<file path="src/rtl/ram_loader_if.sv">
// Stream-in / RAM-write-out signal bundle for the boot-time RAM loader.
// Handshake: a byte moves on a rising clock edge where in_valid && in_ready
// are both high; the source holds in_data stable while in_valid is high and
// the byte has not yet been taken, and the loader never retracts in_ready
// within a cycle (it is decoded purely from loader state).
interface ram_loader_if;
  logic        start;
  logic        in_valid;
  logic [7:0]  in_data;
  logic        in_ready;
  logic        ram_control;
  logic [15:0] ram_address;
  logic [15:0] ram_write_data;
  logic        busy;
  logic        done;
  logic        error;

  // Environment side: serial front end plus the CPU/RAM observing the loader.
  modport master (
    output start, in_valid, in_data,
    input  in_ready, ram_control, ram_address, ram_write_data, busy, done, error
  );

  // Loader side.
  modport slave (
    input  start, in_valid, in_data,
    output in_ready, ram_control, ram_address, ram_write_data, busy, done, error
  );
endinterface

</file>
<file path="src/rtl/ram_loader.sv">
// Boot-time RAM loader: takes a little-endian length-prefixed byte stream,
// packs halfwords and writes them to consecutive RAM addresses from BASE_ADDR.
// Optional macro RAM_LOADER_CHECKSUM_EN adds a trailing XOR check byte.
module ram_loader #(
  parameter logic [15:0] BASE_ADDR = 16'h0000,
  parameter int          MAX_WORDS = 256
) (
  input  logic       clock,
  input  logic       reset,
  ram_loader_if.slave bus,
  output logic [3:0] state_dbg
);

  typedef enum logic [3:0] {
    S_IDLE    = 4'd0,
    S_LEN_LO  = 4'd1,
    S_LEN_HI  = 4'd2,
    S_DATA_LO = 4'd3,
    S_DATA_HI = 4'd4,
    S_WRITE   = 4'd5,
    S_DONE    = 4'd6,
`ifdef RAM_LOADER_CHECKSUM_EN
    S_ERROR   = 4'd7,
    S_CHECK   = 4'd8
`else
    S_ERROR   = 4'd7
`endif
  } state_t;

  state_t      state;
  state_t      state_next;
  logic [15:0] count;
  logic [15:0] index;
  logic [7:0]  data_lo;
  logic [15:0] addr_q;
  logic [15:0] wdata_q;
  logic        error_q;
  logic        in_ready;
  logic        xfer;
  logic [15:0] len_full;
  logic [15:0] index_inc;
  logic        len_too_big;
`ifdef RAM_LOADER_CHECKSUM_EN
  logic [7:0]  csum;
`endif

  assign xfer        = bus.in_valid && in_ready;
  // Full length as it will be once the high byte lands this cycle.
  assign len_full    = {bus.in_data, count[7:0]};
  assign len_too_big = ({16'd0, len_full} > 32'(MAX_WORDS));
  assign index_inc   = index + 16'd1;

  // State register.
  always_ff @(posedge clock) begin
    if (reset) state <= S_IDLE;
    else       state <= state_next;
  end

  // Next-state logic.
  always_comb begin
    state_next = state;
    case (state)
      S_IDLE:    if (bus.start) state_next = S_LEN_LO;
      S_LEN_LO:  if (xfer) state_next = S_LEN_HI;
      S_LEN_HI: begin
        if (xfer) begin
          if (len_full == 16'd0)  state_next = S_DONE;
          else if (len_too_big)   state_next = S_ERROR;
          else                    state_next = S_DATA_LO;
        end
      end
      S_DATA_LO: if (xfer) state_next = S_DATA_HI;
      S_DATA_HI: if (xfer) state_next = S_WRITE;
      S_WRITE: begin
        if (index_inc == count) begin
`ifdef RAM_LOADER_CHECKSUM_EN
          state_next = S_CHECK;
`else
          state_next = S_DONE;
`endif
        end else begin
          state_next = S_DATA_LO;
        end
      end
`ifdef RAM_LOADER_CHECKSUM_EN
      S_CHECK: begin
        if (xfer) begin
          if (bus.in_data == csum) state_next = S_DONE;
          else                     state_next = S_ERROR;
        end
      end
`endif
      S_DONE:    state_next = S_IDLE;
      S_ERROR:   state_next = S_IDLE;
      default:   state_next = S_IDLE;
    endcase
  end

  // State-decoded outputs: ready only while a byte is wanted, write strobe
  // only in WRITE, busy for the whole load except the terminal cycle.
  always_comb begin
    in_ready = 1'b0;
    case (state)
      S_LEN_LO, S_LEN_HI, S_DATA_LO, S_DATA_HI: in_ready = 1'b1;
`ifdef RAM_LOADER_CHECKSUM_EN
      S_CHECK: in_ready = 1'b1;
`endif
      default: in_ready = 1'b0;
    endcase
  end

  // Length, index, halfword assembly, write registers and sticky error.
  always_ff @(posedge clock) begin
    if (reset) begin
      count   <= 16'd0;
      index   <= 16'd0;
      data_lo <= 8'd0;
      addr_q  <= 16'd0;
      wdata_q <= 16'd0;
      error_q <= 1'b0;
`ifdef RAM_LOADER_CHECKSUM_EN
      csum    <= 8'd0;
`endif
    end else begin
      case (state)
        S_IDLE: begin
          if (bus.start) begin
            error_q <= 1'b0;
`ifdef RAM_LOADER_CHECKSUM_EN
            csum    <= 8'd0;
`endif
          end
        end
        S_LEN_LO: if (xfer) count[7:0] <= bus.in_data;
        S_LEN_HI: begin
          if (xfer) begin
            count[15:8] <= bus.in_data;
            index       <= 16'd0;
          end
        end
        S_DATA_LO: begin
          if (xfer) begin
            data_lo <= bus.in_data;
`ifdef RAM_LOADER_CHECKSUM_EN
            csum    <= csum ^ bus.in_data;
`endif
          end
        end
        S_DATA_HI: begin
          if (xfer) begin
            // Address wraps naturally in 16 bits.
            addr_q  <= BASE_ADDR + index;
            wdata_q <= {bus.in_data, data_lo};
`ifdef RAM_LOADER_CHECKSUM_EN
            csum    <= csum ^ bus.in_data;
`endif
          end
        end
        S_WRITE: index <= index_inc;
        default: ;
      endcase
      if (state != S_ERROR && state_next == S_ERROR) error_q <= 1'b1;
    end
  end

  assign bus.in_ready       = in_ready;
  assign bus.ram_control    = (state == S_WRITE);
  assign bus.ram_address    = addr_q;
  assign bus.ram_write_data = wdata_q;
  assign bus.busy           = (state != S_IDLE) && (state != S_DONE) && (state != S_ERROR);
  assign bus.done           = (state == S_DONE);
  assign bus.error          = error_q;
  assign state_dbg          = state;

endmodule

</file>
<file path="src/flat_wrapper.sv">
// flat-port wrapper written by rule: the top's interface ports become plain ports
module ram_loader_flat 
#(
  parameter logic [15:0] BASE_ADDR = 16'h0000,
  parameter int          MAX_WORDS = 256
)
  (clock, reset, state_dbg, bus_start, bus_in_valid, bus_in_data, bus_in_ready, bus_ram_control, bus_ram_address, bus_ram_write_data, bus_busy, bus_done, bus_error);
  ram_loader_if bus_i ();
  input  logic clock;
  input  logic reset;
  output logic [3:0] state_dbg;
  input wire logic [$bits(bus_i.start)-1:0] bus_start;
  input wire logic [$bits(bus_i.in_valid)-1:0] bus_in_valid;
  input wire logic [$bits(bus_i.in_data)-1:0] bus_in_data;
  output wire logic [$bits(bus_i.in_ready)-1:0] bus_in_ready;
  output wire logic [$bits(bus_i.ram_control)-1:0] bus_ram_control;
  output wire logic [$bits(bus_i.ram_address)-1:0] bus_ram_address;
  output wire logic [$bits(bus_i.ram_write_data)-1:0] bus_ram_write_data;
  output wire logic [$bits(bus_i.busy)-1:0] bus_busy;
  output wire logic [$bits(bus_i.done)-1:0] bus_done;
  output wire logic [$bits(bus_i.error)-1:0] bus_error;
  assign bus_i.start = bus_start;
  assign bus_i.in_valid = bus_in_valid;
  assign bus_i.in_data = bus_in_data;
  assign bus_in_ready = bus_i.in_ready;
  assign bus_ram_control = bus_i.ram_control;
  assign bus_ram_address = bus_i.ram_address;
  assign bus_ram_write_data = bus_i.ram_write_data;
  assign bus_busy = bus_i.busy;
  assign bus_done = bus_i.done;
  assign bus_error = bus_i.error;
  ram_loader #(.BASE_ADDR(BASE_ADDR), .MAX_WORDS(MAX_WORDS)) u_core (.clock(clock), .reset(reset), .bus(bus_i), .state_dbg(state_dbg));
endmodule
</file>
<file path="config.mk">
export PLATFORM = sky130hd
export DESIGN_NAME = ram_loader_flat
export DESIGN_NICKNAME = d
export VERILOG_FILES = /design/src/rtl/ram_loader_if.sv /design/src/rtl/ram_loader.sv /design/src/flat_wrapper.sv
export SDC_FILE = /design/constraint.sdc
export NUM_CORES = 1
export LEC_CHECK = 0
export ABC_CLOCK_PERIOD_IN_PS = 4700
export CAP_MARGIN = 20
export CORE_UTILIZATION = 65
export DETAILED_ROUTE_END_ITERATION = 10
export DONT_BUFFER_PORTS = 1
export PLACE_DENSITY = 0.81
export SLEW_MARGIN = 20
export SYNTH_ARGS = -nofsm -noshare
export SYNTH_HDL_FRONTEND = slang
export SYNTH_SLANG_ARGS = --single-unit
</file>
<file path="constraint.sdc">
create_clock -name clock -period 4.7 [get_ports clock]
set_clock_uncertainty 0.05 [all_clocks]
set_input_delay 0.94 -clock clock [delete_from_list [all_inputs] [get_ports clock]]
set_output_delay 0.94 -clock clock [all_outputs]
set_load 0.01 [all_outputs]
</file>
==> qor.yml, run 1 <==
power.total_mw: 1.152
tightestPinTransition_ps: 781.8
dpl_cell_area_um2: 3611
dr.first_iter.drc_count: 278
grt_pass1_wl_um: 13430
synth_common_cells: "nand2_1 (84), dfxtp_1 (77), a21oi_1 (52), nor2_1 (43), mux2i_1 (25)"
endpoint_kind: "output port"
ys_seq_elements: 77
met2_length_um: 3649
drive_gt1_frac: 0.06481
cp-start-kind: "flip-flop"
postCtsHoldBufs: 0
syn_nets: 463
reg2reg_depth: 7
p_leak_nw: 1.486
yosysSeqAreaShare: 0.4190
hpwl_um: 5407
die_y_um: 77.23
period_needed_ps: 3361
finish.utilization: 0.6952
dieArea_um2: 5964
ys.flop_type: "dfxtp_1"
hp-class: "reg2reg"
antenna_cells: 0
final_cells: 504
first_pass_iters: 5
async_reset_ff_frac: 0
io_pins: 53
drv_slew: 0
route.met3.wl_um: 705
clk_pin_slew_ps: 90
netlist_area_um2: 3679
overflow: 0
yosysWarnings: 0
cts_made_buffers: 9
syn_inst: 450
met1_length_um: 3686
gp_routability_congestion: 0.9536
power.density_nw_per_um2: 302.8
fillCellCount: 436
hold_path_end: "u_core.bus.ram_write_data[2]"
viasPerCell: 6.133
crit_type: "reg2out"
fin_crit_sh: 0.7152
whs_path_depth: 2
cts_max_level: 3
worst_ep_required_time_ps: 3710
wl_per_cell_um: 16.25
synth.avg_cell_area_um2: 8.175
finalHoldViolCount: 0
highest_layer: "met4"
postCtsSetupBuffers: 0
hp-start: "u_core.data_lo[2]"
die_w_um: 77.23
insertion_delay_ps: 360
r2r_end: "u_core.state_dbg[0]"
pre_cts_ws_ps: 1744
synth_top_area_frac: 0.4190
rows: 27
finalWorstSetupSlack_ps: 1339
rrSetupSlack_ps: 2000
outcome: "finished, final reports clean"
critPathMaxFanout: 23
ant_nets: 0
cts_tree: "yes"
finalSetupViolations: 0
fin_nets: 440
antenna_found_initial: 0
root_buffer: "clkbuf_8"
yosysMostFrequentCell: "nand2_1"
initial_core_util: 0.6722
cts-resized-gates: 0
yosys.area.top_type: "dfxtp_1"
crit_arrival_ps: 2370
port_buffers: 0
setup-tns-final_ps: 0
ctsLongestPathBuffers: 2
vdd_drop_max_uv: 272.8
drcViolationCount: 0
synth_edf_count: 0
grt_max_degree: 76
num_vias: 3091
grt_setup_unrepaired: "false"
core_um2: 5473
grt_pass1_vias: 2773
syn2layout_area_growth_pct: 3.435
netlist_top_cells_area: "dfxtp_1 (42%), nand2_1 (8.6%), a21oi_1 (7.1%)"
fmax_ghz: 0.2975
grt_util_all_layers: 0.2863
placed_cells: 488
relSlewSlack: 0.4761
cts_sinks: 77
hold_ws_ps: 401.4
worstReg2RegStart: "u_core.index[0]"
maxCapViolCount: 0
ys_types: 54
final_area_um2: 3805
wl_um: 8188
critical path, cell delays in order (launching register included):
cell	delay (ps)
dfxtp_1	570
nor2b_1	380
nand2_1	520
inv_1	540
metal layers:
| layer | global-route usage | vias to the layer above |
|---|---|---|
| met5 | 0 | - |
| li1 | - | 1517 |
| met2 | 0.4195 | 141 |
| met1 | 0.3863 | 1419 |
| met4 | 0.1415 | 0 |
| met3 | 0.07619 | 14 |
worst max path at each step:
| stage | start | endpoint | slack (ps) | depth (start not counted) |
|---|---|---|---|---|
| 2_1_floorplan | u_core.state_dbg[2] | bus_ram_control | 2450 | 5 |
| 3_3_place_gp | u_core.state_dbg[2] | bus_ram_control | 1870 | 3 |
| 3_5_place_dp | u_core.state_dbg[2] | bus_ram_control | 1740 | 3 |
| 4_1_cts | u_core.state_dbg[2] | bus_ram_control | 1360 | 3 |
| 5_1_grt | u_core.state_dbg[2] | bus_ram_control | 1190 | 3 |
| 6_report | u_core.state_dbg[2] | bus_ram_control | 1340 | 3 |
cell usage in the layout (no fill, tap or decap), drive strengths merged, types with 2 or more instances in the layout:
cell / Yosys / routed
nand2: 84 / 84
dfxtp: 77 / 77
a21oi: 52 / 52
nor2: 43 / 43
mux2i: 25 / 25
nand3: 15 / 15
xnor2: 14 / 14
o21ai: 14 / 14
nor3: 12 / 12
clkbuf: 23 / 9
nand4: 9 / 9
and3: 7 / 7
xor2: 6 / 6
nand3b: 5 / 5
nor4: 5 / 5
nor2b: 4 / 4
inv: 1 / 4
a211oi: 3 / 3
a22oi: 3 / 3
and4: 3 / 3
mux2: 2 / 2
o22ai: 2 / 2
a311oi: 2 / 2
or3: 2 / 2
a221oi: 2 / 2
a2111oi: 2 / 2
nand2b: 2 / 2
clkinvlp: 0 / 2
clkinv: 0 / 2
report_power, final:
group | internal (mW) | leakage (nW) | total [mW] | switching (mW)
clock network | 0.204 | 0.0911 | 0.483 | 0.279
logic | 0.00621 | 0.774 | 0.0128 | 0.00656
registers | 0.653 | 0.620 | 0.656 | 0.00305
total | 0.863 | 1.49 | 1.15 | 0.289
state kept, by name (all words and copies together), names as in the netlist:
| register | count |
|---|---|
| u_core.count | 16 |
| u_core.state_dbg | 4 |
| u_core.bus.ram_address | 16 |
| u_core.data_lo | 8 |
| u_core.bus.ram_write_data | 16 |
| u_core.index | 16 |
| u_core.bus.error | 1 |
cells by family after synthesis:
logic type | synth area share
XOR/XNOR | 0.04762
adder cells (fa/ha/maj) | 0.003401
flip-flops | 0.4190
AO/OA/AOI/OAI | 0.1469
multiplexers | 0.07415
other | 0.001019
AND/OR/NAND/NOR | 0.2619
buffers and inverters | 0.04592
final cells by class:
cell class / count / area (µm²) / share of cell area
clock inverters: 7 / 68.82 / 0.01809
multi-input cells: 337 / 1969 / 0.5176
clock buffers: 9 / 123.9 / 0.03256
well taps: 72 / 90.09 / 0.02368
repair buffers: 1 / 7.507 / 0.001973
flip-flops and latches: 77 / 1541 / 0.4051
inverters: 1 / 3.754 / 0.0009865
(Power assumes the default switching activity.)
==> inputs of run 2 (changes only) <==
Settings changed: ABC_AREA from default to 1, ABC_CLOCK_PERIOD_IN_PS 4700 to 2800, CORE_UTILIZATION 65 to 57, PLACE_DENSITY 0.81 to 0.75.
Clock period 4.7 ns to 2.8 ns, I/O delays scaled along.
==> qor.yml, run 2 <==
outcome: "finished with violations"  # was finished, final reports clean
violations: "design-rule violations"
dr.first_iter.drc_count: 303  # was 278
initial_core_util: 0.5984  # was 0.6722
r2r_end: "u_core.bus.error"  # was u_core.state_dbg[0]
critPathMaxFanout: 7  # was 23
grt_max_degree: 66  # was 76
cts_max_level: 3  # unchanged
rrSetupSlack_ps: 540  # was 2000 ps
worst_ep_required_time_ps: 2190  # was 3710 ps
die_w_um: 84.35  # was 77.23 µm
antenna_cells: 0  # unchanged
cts_tree: "yes"  # unchanged
synth_common_cells: "nand2_1 (129), inv_1 (80), dfxtp_1 (77), a21oi_1 (76), nand3_1 (55)"  # was nand2_1 (84), dfxtp_1 (77), a21oi_1 (52), nor2_1 (43), mux2i_1 (25)
yosys.area.top_type: "dfxtp_1"  # unchanged
pre_cts_ws_ps: 609.6  # was 1744 ps
cts-resized-gates: 0  # unchanged
finalHoldViolCount: 0  # unchanged
crit_type: "reg2out"  # unchanged
grt_pass1_vias: 3442  # was 2773
ys.flop_type: "dfxtp_1"  # unchanged
grt_pass1_wl_um: 15610  # was 13430 µm
grt_util_all_layers: 0.2741  # was 0.2863
crit_start: "u_core.state_dbg[2]"  # unchanged
drive_gt1_frac: 0.09075  # was 0.06481
gp_routability_congestion: 0.9537  # was 0.9536
io_pins: 53  # unchanged
dieArea_um2: 7114  # was 5964 µm²
die_y_um: 84.35  # was 77.23 µm
overflow: 0  # unchanged
reg2reg_depth: 11  # was 7
power.density_nw_per_um2: 479.7  # was 302.8 nW/µm²
ant_nets: 0  # unchanged
synth.avg_cell_area_um2: 6.722  # was 8.175 µm²
pwr-share-seq: 0.562  # was 0.569
fillCellCount: 610  # was 436
finalSetupViolations: 0  # unchanged
postCtsSetupBuffers: 0  # unchanged
p_sw_frac: 0.2264  # was 0.2507
hold_ws_ps: 217.0  # was 401.4 ps
placed_cells: 635  # was 488
cts_made_buffers: 9  # unchanged
ys_types: 34  # was 54
core_um2: 6459  # was 5473 µm²
cp-start-kind: "flip-flop"  # unchanged
layout_commonest_cell: "nand2_1"  # unchanged
wl_per_cell_um: 14.20  # was 16.25 µm
worstReg2RegStart: "u_core.state_dbg[2]"  # was u_core.index[0]
clkPwrFrac: 0.416  # was 0.419
final_cells: 650  # was 504
vdd_drop_max_uv: 395.1  # was 272.8 µV
final_cell_mix: "nand2_1 (129), inv_1 (80), dfxtp_1 (77)"  # was nand2_1 (84), dfxtp_1 (77), a21oi_1 (52)
yosysWarnings: 0  # unchanged
hp-class: "in2reg"  # was reg2reg
wl_um: 9230  # was 8188 µm
hpwl_um: 6592  # was 5407 µm
syn_nets: 588  # was 463
period_needed_ps: 2310
fin_nets: 582  # was 440
tightestPinTransition_ps: 722.1  # was 781.8 ps
pwr-share-comb: 0.022  # was 0.011
root_buffer: "clkbuf_8"  # unchanged
netlist_top_cells_area: "dfxtp_1 (40%), nand2_1 (13%), a21oi_1 (9.8%)"  # was dfxtp_1 (42%), nand2_1 (8.6%), a21oi_1 (7.1%)
first_pass_iters: 8  # was 5
cts_sinks: 77  # unchanged
relSlewSlack: 0.5168  # was 0.4761
p_leak_nw: 1.531  # was 1.486 nW
switching_power_mw: 0.4425  # was 0.2889 mW
crit_arrival_ps: 1700  # was 2370 ps
ctsLongestPathBuffers: 2  # unchanged
grt_setup_unrepaired: "false"  # unchanged
syn2layout_area_growth_pct: 5.406  # was 3.435%
postCtsHoldBufs: 0  # unchanged
insertion_delay_ps: 350  # was 360 ps
rows: 29  # was 27
syn_inst: 575  # was 450
yosysMostFrequentCell: "nand2_1"  # unchanged
synth_edf_count: 0  # unchanged
num_vias: 3597  # was 3091
yosysSeqAreaShare: 0.3988  # was 0.4190
p_int_mw: 1.512  # was 0.8635 mW
maxCapViolCount: 0  # unchanged
critPathCapture: "bus_ram_control"  # unchanged
drv_slew: 0  # unchanged
netlist_area_um2: 3865  # was 3679 µm²
finalWorstSetupSlack_ps: 490.3  # was 1339 ps
endpoint_kind: "output port"  # unchanged
synth_top_area_frac: 0.3988  # was 0.4190
clk_pin_slew_ps: 80  # was 90 ps
fin_crit_sh: 0.8249
hp-start: "reset"  # was u_core.data_lo[2]
antenna_found_initial: 0  # unchanged
drcViolationCount: 4  # was 0
setup-tns-final_ps: 0  # unchanged
async_reset_ff_frac: 0  # unchanged
fmax_ghz: 0.4330
viasPerCell: 5.534  # was 6.133
port_buffers: 0  # unchanged
ys_seq_elements: 77  # unchanged
## run 2: cell types whose count changed after synthesis, sizes merged, moves of 13 or more
cell / change
inv: +80
nand2: +59
nand3: +43
o21ai: +36
a21oi: +25
mux2i: -25
xnor2: -13
## run 2: layout make-up
type | instances | area (µm²) | share of cell area
Tap cell | 77 | 96.34 | 0.02365
Clock buffer | 10 | 127.6 | 0.03133
Clock inverter | 5 | 52.55 | 0.01290
Multi-Input combinational cell | 393 | 1902 | 0.4668
Timing Repair Buffer | 6 | 45.04 | 0.01106
Sequential cell | 77 | 1541 | 0.3784
Inverter | 82 | 309.0 | 0.07586
## run 2: critical path, stage by stage (launching register included)
cell,delay (ps)
dfxtp_1,420
inv_1,60
nor2_1,220
nand2_1,90
nor2_1,560
## run 2: worst min-delay path by stage
stage | end | slack (ps) | depth (start not counted)
floorplan | u_core.data_lo[0] | 390 | 2
global placement | u_core.data_lo[0] | 390 | 2
detailed placement | u_core.data_lo[4] | 400 | 2
CTS | u_core.index[1] | 210 | 1
global route | u_core.data_lo[7] | 210 | 1
finish | u_core.index[2] | 220 | 1
## run 2: cells by family (layout without fill, tap and decap cells)
group           Yosys count  after routing  synth area share
compound gates          129            129            0.1690
xor+xnor                  2              2          0.004533
fa+ha+maj                 1              1          0.003237
buf+inv                 105            103            0.1104
flops                    77             77            0.3988
other cells               1              1         0.0009703
simple gates            260            260            0.3130
## run 2: layer usage
layer | up-vias | global-route usage | wire length (µm)
met5 | - | 0 | 0
met4 | 0 | 0.1017 | 160
met3 | 15 | 0.07178 | 624
met2 | 139 | 0.4352 | 4176
met1 | 1597 | 0.3609 | 4268
li1 | 1846 | - | -
## run 2: through the flow
| stage | area [µm²] | util | total power, mW |
|---|---|---|---|
| after floorplan | 3865 | - | 1.166 |
| after global placement | 3894 | 0.6029 | 1.166 |
| after detailed placement | 3894 | 0.6029 | 1.167 |
| after CTS | 4074 | 0.6308 | 1.955 |
| after global routing | 4074 | 0.6308 | 2.005 |
| final | 4074 | 0.6308 | 1.954 |
## run 2: power by group through the flow
stage | clock (mW) | combinational [mW] | sequential [mW]
6_report | 0.812 | 0.0431 | 1.10
5_1_grt | 0.855 | 0.0508 | 1.10
4_1_cts | 0.813 | 0.0431 | 1.10
3_5_place_dp | 0 | 0.0427 | 1.12
3_3_place_gp | 0 | 0.0418 | 1.12
2_1_floorplan | 0 | 0.0416 | 1.12
==> inputs of run 3 (changes only) <==
Settings changed: ABC_CLOCK_PERIOD_IN_PS 2800 to 1860.
Clock period 2.8 ns to 1.86 ns, I/O delays scaled along.
==> qor.yml, run 3 (synthesis results as in run 2) <==
root_buffer: "clkbuf_8"  # unchanged
crit_type: "reg2reg"  # was reg2out
vdd_drop_max_uv: 570.2  # was 395.1 µV
syn2layout_area_growth_pct: 19.49  # was 5.406%
crit_slowest_cell: "dfxtp_4"  # was nor2_1
antenna_found_initial: 0  # unchanged
pre_cts_ws_ps: -135.8  # was 609.6 ps
ant_nets: 0  # unchanged
fin_nets: 620  # was 582
fin_crit_sh: 1.076
cts_made_buffers: 9  # unchanged
period_needed_ps: 2001
drv_slew: 0  # unchanged
finalWorstSetupSlack_ps: -141.5  # was 490.3 ps
path_cells: "ha_4 > nand2_4 > nor2_4 > nand4_1 > nand2_2 > nand2_1 > nand2_1 > nand2_1 > nor2_1 > nand3_1 > nand2_1 > a21oi_2 > nand2_1 > nand2_1"  # was inv_1 > nor2_1 > nand2_1 > nor2_1
drcViolationCount: 6  # was 4
power.density_nw_per_um2: 668.0  # was 479.7 nW/µm²
critPathMaxFanout: 7  # unchanged
cts_sinks: 77  # unchanged
rrSetupSlack_ps: -140  # was 540 ps
grt_setup_unrepaired: "true"  # was false
clk_pin_slew_ps: 80  # about the same
layout_commonest_cell: "nand2_1"  # unchanged
cts_tree: "yes"  # unchanged
cp-start-kind: "flip-flop"  # unchanged
gp_routability_congestion: 0.9381  # was 0.9537
wl_um: 9932  # was 9230 µm
ctsLongestPathBuffers: 2  # unchanged
io_pins: 53  # unchanged
insertion_delay_ps: 350  # about the same
pwr-share-comb: 0.025  # was 0.022
dpl_cell_area_um2: 4146  # was 3894 µm²
grt_max_degree: 41  # was 66
wl_per_cell_um: 14.42  # was 14.20 µm
hp-class: "in2reg"  # unchanged
pwr-share-seq: 0.534  # was 0.562
grt_pass1_wl_um: 15860  # was 15610 µm
worst_ep_required_time_ps: 2060  # was 2190 ps
dr.first_iter.drc_count: 286  # was 303
antenna_cells: 0  # unchanged
grt_pass1_vias: 3486  # was 3442
power.total_mw: 3.085  # was 1.954 mW
final_area_um2: 4618  # was 4074 µm²
cts_max_level: 3  # unchanged
clkPwrFrac: 0.441  # was 0.416
die_y_um: 84.35  # unchanged
fmax_ghz: 0.4996
finalHoldViolCount: 0  # unchanged
drive_gt1_frac: 0.2173  # was 0.09075
crit_path_max_incr_delay_ps: 370  # was 560 ps
overflow: 0  # unchanged
outcome: "finished with violations"  # unchanged
rows: 29  # unchanged
p_sw_frac: 0.2215  # was 0.2264
cp_common_cell: "nand2_1"  # was nor2_1
port_buffers: 0  # unchanged
switching_power_mw: 0.6832  # was 0.4425 mW
violations: "design-rule violations, negative setup slack"  # was design-rule violations
die_w_um: 84.35  # unchanged
dieArea_um2: 7114  # unchanged
maxCapViolCount: 0  # unchanged
num_vias: 3887  # was 3597
final_cell_mix: "nand2_1 (116), inv_1 (79), a21oi_1 (74)"  # was nand2_1 (129), inv_1 (80), dfxtp_1 (77)
p_leak_nw: 1.783  # was 1.531 nW
core_um2: 6459  # unchanged
viasPerCell: 5.642  # was 5.534
hpwl_um: 6951  # was 6592 µm
finalSetupViolations: 3  # was 0
endpoint_kind: "flip-flop"  # was output port
crit_arrival_ps: 2200  # was 1700 ps
first_pass_iters: 8  # unchanged
initial_core_util: 0.5984  # unchanged
grt_util_all_layers: 0.2806  # was 0.2741
p_int_mw: 2.402  # was 1.512 mW
run 3: metrics by stage:
stage	TNS, ps	hold slack (ps)	util	cells
final	-211.1	19.98	0.7150	689
after global routing	-980.3	9.063	0.7150	689
after CTS	-43.87	19.39	0.6972	685
after detailed placement	-248.4	392.9	0.6420	667
after global placement	-69.24	393.5	0.6420	667
after floorplan	0	387.8	-	575
run 3: layout make-up:
cell class                 count  area (µm²)
clock buffer                  13       168.9
clock inverter                 3       42.54
fill                         520        1841
inverter                      82       312.8
multi-input combinational    393        2069
sequential                    77        1558
tap                           77       96.34
timing repair buffer          44       370.4
run 3: per-layer routing:
| metal | vias to the layer above | track usage | part of all wire |
|---|---|---|---|
| met5 | - | 0 | 0 |
| met1 | 1764 | 0.3541 | 0.43 |
| met2 | 176 | 0.4672 | 0.47 |
| li1 | 1925 | - | - |
| met3 | 22 | 0.05998 | 0.079 |
| met4 | 0 | 0.1186 | 0.018 |
run 3: final timing paths:
path	from	to	cells past startpoint
setup / recovery	u_core.index[0]	u_core.bus.error	14
setup reg to reg	u_core.index[0]	u_core.bus.error	14
hold reg to reg	u_core.data_lo[6]	u_core.data_lo[6]	2
hold / removal	reset	u_core.index[1]	1
run 3: power by group through the flow:
| stage | clock network (mW) | registers, mW | logic, mW |
|---|---|---|---|
| 6_report | 1.36 | 1.65 | 0.0777 |
| 5_1_grt | 1.43 | 1.65 | 0.0885 |
| 4_1_cts | 1.36 | 1.65 | 0.0763 |
| 3_5_place_dp | 0 | 1.69 | 0.0750 |
| 3_3_place_gp | 0 | 1.69 | 0.0731 |
| 2_1_floorplan | 0 | 1.69 | 0.0626 |
run 3: what timing repair did:
action,CTS,global route
pin swaps,22,20
buffers inserted,2,4
endpoints found under the setup margin,5,18
hold buffers,0,0
resized for setup,31,28
run 3: critical path, delay by kind of cell, from the launching register on:
| family | cells | cell delay (ps) |
|---|---|---|
| simple gates | 12 | 1240 |
| flops | 1 | 370 |
| fa+ha+maj | 1 | 180 |
| compound gates | 1 | 70 |
